## config.mk

```make
export PLATFORM = sky130hd
export DESIGN_NAME = minterm_sweeper
export DESIGN_NICKNAME = d
export VERILOG_FILES = /design/src/rtl/minterm_sweeper.sv
export SDC_FILE = /design/constraint.sdc
export NUM_CORES = 1
export LEC_CHECK = 0
export ABC_AREA = 1
export ABC_CLOCK_PERIOD_IN_PS = 4720
export CAP_MARGIN = 20
export CORE_MARGIN = 2
export CORE_UTILIZATION = 52
export CTS_CLUSTER_SIZE = 40
export DETAILED_ROUTE_END_ITERATION = 8
export PLACE_DENSITY = 0.84
export SLEW_MARGIN = 10
export SYNTH_ARGS = -nofsm -noshare
export SYNTH_HDL_FRONTEND = slang
export SYNTH_SLANG_ARGS = --single-unit
```

## constraint.sdc

```tcl
create_clock -name clk -period 4.72 [get_ports clk]
set_input_delay 0.708 -clock clk [delete_from_list [all_inputs] [get_ports clk]]
set_output_delay 0.708 -clock clk [all_outputs]
set_load 0.03 [all_outputs]
```

## src/rtl/minterm_sweeper.sv

```systemverilog
// Truth-table sweeper: latches SoP minterm and PoS maxterm masks on start, then streams
// every input combination with both evaluated outputs and accumulates one/mismatch counts.
module minterm_sweeper #(
  parameter int N    = 3,
  parameter bit GRAY = 1'b0
) (
  input  logic             clk,
  input  logic             reset,
  input  logic             start,
  input  logic [2**N-1:0]  minterms,
  input  logic [2**N-1:0]  maxterms,
  input  logic             out_ready,
  output logic             out_valid,
  output logic [N-1:0]     index,
  output logic             sop_out,
  output logic             pos_out,
  output logic             mismatch,
  output logic             busy,
  output logic             done,
  output logic [N:0]       ones_count,
  output logic [N:0]       mismatch_count,
  output logic             equivalent
);
  localparam int M = 2**N;
  localparam logic [N-1:0] K_LAST = N'(M - 1);

  typedef enum logic [1:0] {IDLE, RUN, DONE} state_t;

  state_t       state, state_nx;
  logic [M-1:0] min_q, max_q;
  logic [N-1:0] k, comb_idx;
  logic         run, beat_acc, sop_raw, pos_raw;

  always_ff @(posedge clk or posedge reset) begin
    if (reset) state <= IDLE;
    else       state <= state_nx;
  end

  always_comb begin
    state_nx = state;
    case (state)
      IDLE:    if (start) state_nx = RUN;
      RUN:     if (beat_acc && k == K_LAST) state_nx = DONE;
      DONE:    state_nx = IDLE;
      default: state_nx = IDLE;
    endcase
  end

  always_comb begin
    run       = (state == RUN);
    out_valid = run;
    busy      = (state != IDLE);
    done      = (state == DONE);
  end

  // Beat outputs derive only from registers; gating by RUN keeps them at 0 outside a sweep.
  assign comb_idx   = GRAY ? (k ^ (k >> 1)) : k;
  assign sop_raw    = min_q[comb_idx];
  assign pos_raw    = ~max_q[comb_idx];
  assign index      = run ? comb_idx : '0;
  assign sop_out    = run & sop_raw;
  assign pos_out    = run & pos_raw;
  assign mismatch   = run & (sop_raw ^ pos_raw);
  assign beat_acc   = run & out_ready;
  assign equivalent = (mismatch_count == '0);

  always_ff @(posedge clk or posedge reset) begin
    if (reset) begin
      min_q          <= '0;
      max_q          <= '0;
      k              <= '0;
      ones_count     <= '0;
      mismatch_count <= '0;
    end else if (state == IDLE && start) begin
      min_q          <= minterms;
      max_q          <= maxterms;
      k              <= '0;
      ones_count     <= '0;
      mismatch_count <= '0;
    end else if (beat_acc) begin
      ones_count     <= ones_count + {{N{1'b0}}, sop_out};
      mismatch_count <= mismatch_count + {{N{1'b0}}, mismatch};
      // k parks on the last combination instead of wrapping into a second sweep
      if (k != K_LAST) k <= k + 1'b1;
    end
  end
endmodule
```

==> impl_metrics.yaml <==
run_status:
  status: "finished clean"
yosys:
  avgSynthCellArea_um2: 8.250
  synth_compound_area_share_pct: 8.333
  syn_inst: 182
  synth_nets: 208
  synth_top_family_by_area: "simple AND/OR/NAND/NOR gates"
  yosysSeqAreaShare_pct: 48.33
  synthAdderAreaFrac_pct: 5.000
  ys_seq_elements: 29
  yosys.area_share.simple_pct: 25.25
  synth_cell_type_count: 21
  ys_warn_count: 0
  synthesis.area_um2: 1501
  synthMuxAreaShare_pct: 0
  synth-xor-area-share_pct: 2.333
global_routing:
  grt_pass1_wl_um: 5809
  antenna_found_initial: 0
  overflow: 0
  grt_max_degree: 37
  grt.total_usage_pct: 23.09
  grt_pass1_vias: 1335
timing:
  fmax_ghz: 0.3272
  tightest_slew_ns: 0.5020
  setup_tns_ns: 0
  setup-violations-final: 0
  hold_viol: 0
  skew_ns: 0.01006
  min_period_over_period_pct: 64.75
  maxSlewHeadroom_pct: 66.49
  slew_violations: 0
  setup_slack_ns: 1.664
  rsz0062_at_grt: "false"
  finalCriticalPeriod_ns: 3.056
power:
  leakage_nw: 0.9316
  ir_drop_mv: 0.5498
  p_per_area_nw_per_um2: 719.6
floorplan:
  die_area_um2: 3333
  die_w_um: 57.74
  io_pins: 38
  initial_core_util_pct: 54.45
  fp-row-count: 19
  core_um2: 2758
  die-height_um: 57.74
setup_path:
  start_kind: "flip-flop"
  arrival_ns: 2.35
  r2r_slack_ns: 2.58
  end_kind: "output pin"
  setup.worst_path.class: "reg2out"
  cp.required_ns: 4.01
  cp_max_fo: 11
layout:
  fin_util_pct: 70.10
  drive_gt1_share_pct: 6.306
  area_growth_pct: 28.75
  final_common_cell: "nand2_1"
  antenna_cells: 0
  layout_common_cells: "44 x nand2_1, 37 x clkdlybuf4s50_1, 29 x dfrtp_1, 25 x nand3_1, 24 x inv_1"
  layout.nets: 247
  fillerInstances: 242
  stdcell_count: 253
routing:
  drc: 0
  wl_per_cell_um: 13.54
  drtAntennaViolNets: 0
  firstDrtPassIters: 4
  wl_um: 3425
  drt_iter0_markers: 32
  via_per_inst: 5.285
  num_vias: 1337
clock_network:
  path_clk_slew_ns: 0.08
  clkSinkCount: 29
  postCtsSetupBuffers: 0
  cts_made_buffers: 5
  cts-root-buf: "clkbuf_4"
  clk_path_buf_depth: 2
  cts.repair.resized: 0
  tritoncts: "done"
  cts_hold_buf: 0
  clock_latency_ns: 0.33
  htree_levels: 2
placed_design:
  place_congestion: 0.8881
  pre_cts_ws_ns: 2.014
  dp.cells: 244
  numPortBuffers: 37
  hpwl_um: 2543
flow_run:
  maxCapViolCount: 0
worst_hold_path:
  worstHoldPathType: "reg2reg"
## sequential cells by signal, summed over array words and instances, names as in the netlist
signal,count
min_q,8
state,2
ones_count,4
mismatch_count,4
comb_idx,3
max_q,8
## per-stage QoR
step           total power [mW]  hold WS (ns)  cell area (um2)
5_1_grt                   1.505        0.5576             1933
6_report                  1.391        0.5247             1933
4_1_cts                   1.391        0.5285             1906
2_1_floorplan            0.9827        0.4861             1501
3_5_place_dp              1.252        0.5092             1857
3_3_place_gp              1.207        0.5101             1857
## cell type report
cell class	instances	area [um2]	share of cell area (%)
timing repair buffer	38	397.9	20.58
multi-input combinational	119	614.3	31.78
tap	31	38.79	2.006
sequential	29	725.7	37.54
inverter	28	107.6	5.566
clock buffer	8	48.80	2.524
## power breakdown
part | switching (mW) | total, mW | internal [mW]
registers | 0.0700 | 0.425 | 0.355
logic | 0.511 | 0.826 | 0.315
clock network | 0.0809 | 0.140 | 0.0592
## worst max-delay path, stage by stage, from the launching register on
cell	delay, ns
dfrtp_1	0.53
inv_2	0.17
nand2_1	0.11
nand3_1	0.09
nand2_1	0.08
nand2_1	0.06
nand2_1	0.07
nor2_1	0.04
a21oi_1	0.18
clkdlybuf4s50_1	0.71
## routing by layer
layer | track usage, % | part of all wire (%) | vias to the layer above
met3 | 5.580 | 5.6 | 10
met1 | 28.63 | 40 | 631
li1 | - | - | 657
met5 | 0 | 0 | -
met4 | 9.302 | 2.5 | 0
met2 | 38.80 | 52 | 39
## path summary, 6_finish.rpt
| check | startpoint | cells after the start | endpoint |
|---|---|---|---|
| max | comb_idx[0] | 9 | mismatch |
| min | max_q[5] | 2 | max_q[5] |
| max reg2reg | comb_idx[0] | 12 | mismatch_count[2] |
| min reg2reg | max_q[5] | 2 | max_q[5] |
| max in group asynchronous | reset | 3 | comb_idx[0] |
| min in group asynchronous | reset | 2 | min_q[7] |
## logic make-up after synthesis
logic type                 count (synthesis)
AOI/OAI and AO/OA                         24
xor gates and xnor gates                   4
and+or+nand+nor                           85
adders and majority gates                  6
buffers and inverters                     34
DFF                                       29
## synth_stat cells
library cell | n | area share (%)
nand2_2 | 2 | 0.83
inv_2 | 2 | 0.50
nand3_1 | 25 | 8.3
nor2_4 | 1 | 0.75
nor4_1 | 1 | 0.42
xnor2_1 | 4 | 2.3
a21oi_1 | 1 | 0.33
nor2_1 | 10 | 2.5
buf_6 | 3 | 2.2
nand2_4 | 1 | 0.75
o21ai_0 | 17 | 5.7
inv_4 | 1 | 0.42
dfrtp_1 | 29 | 48
o31ai_1 | 2 | 1.0
buf_2 | 1 | 0.33
nand2_1 | 44 | 11
buf_4 | 2 | 1.0
o21ai_1 | 4 | 1.3
nand3_2 | 1 | 0.67
ha_1 | 6 | 5.0
inv_1 | 25 | 6.3
No activity file was read; power rests on OpenSTA's default activity.
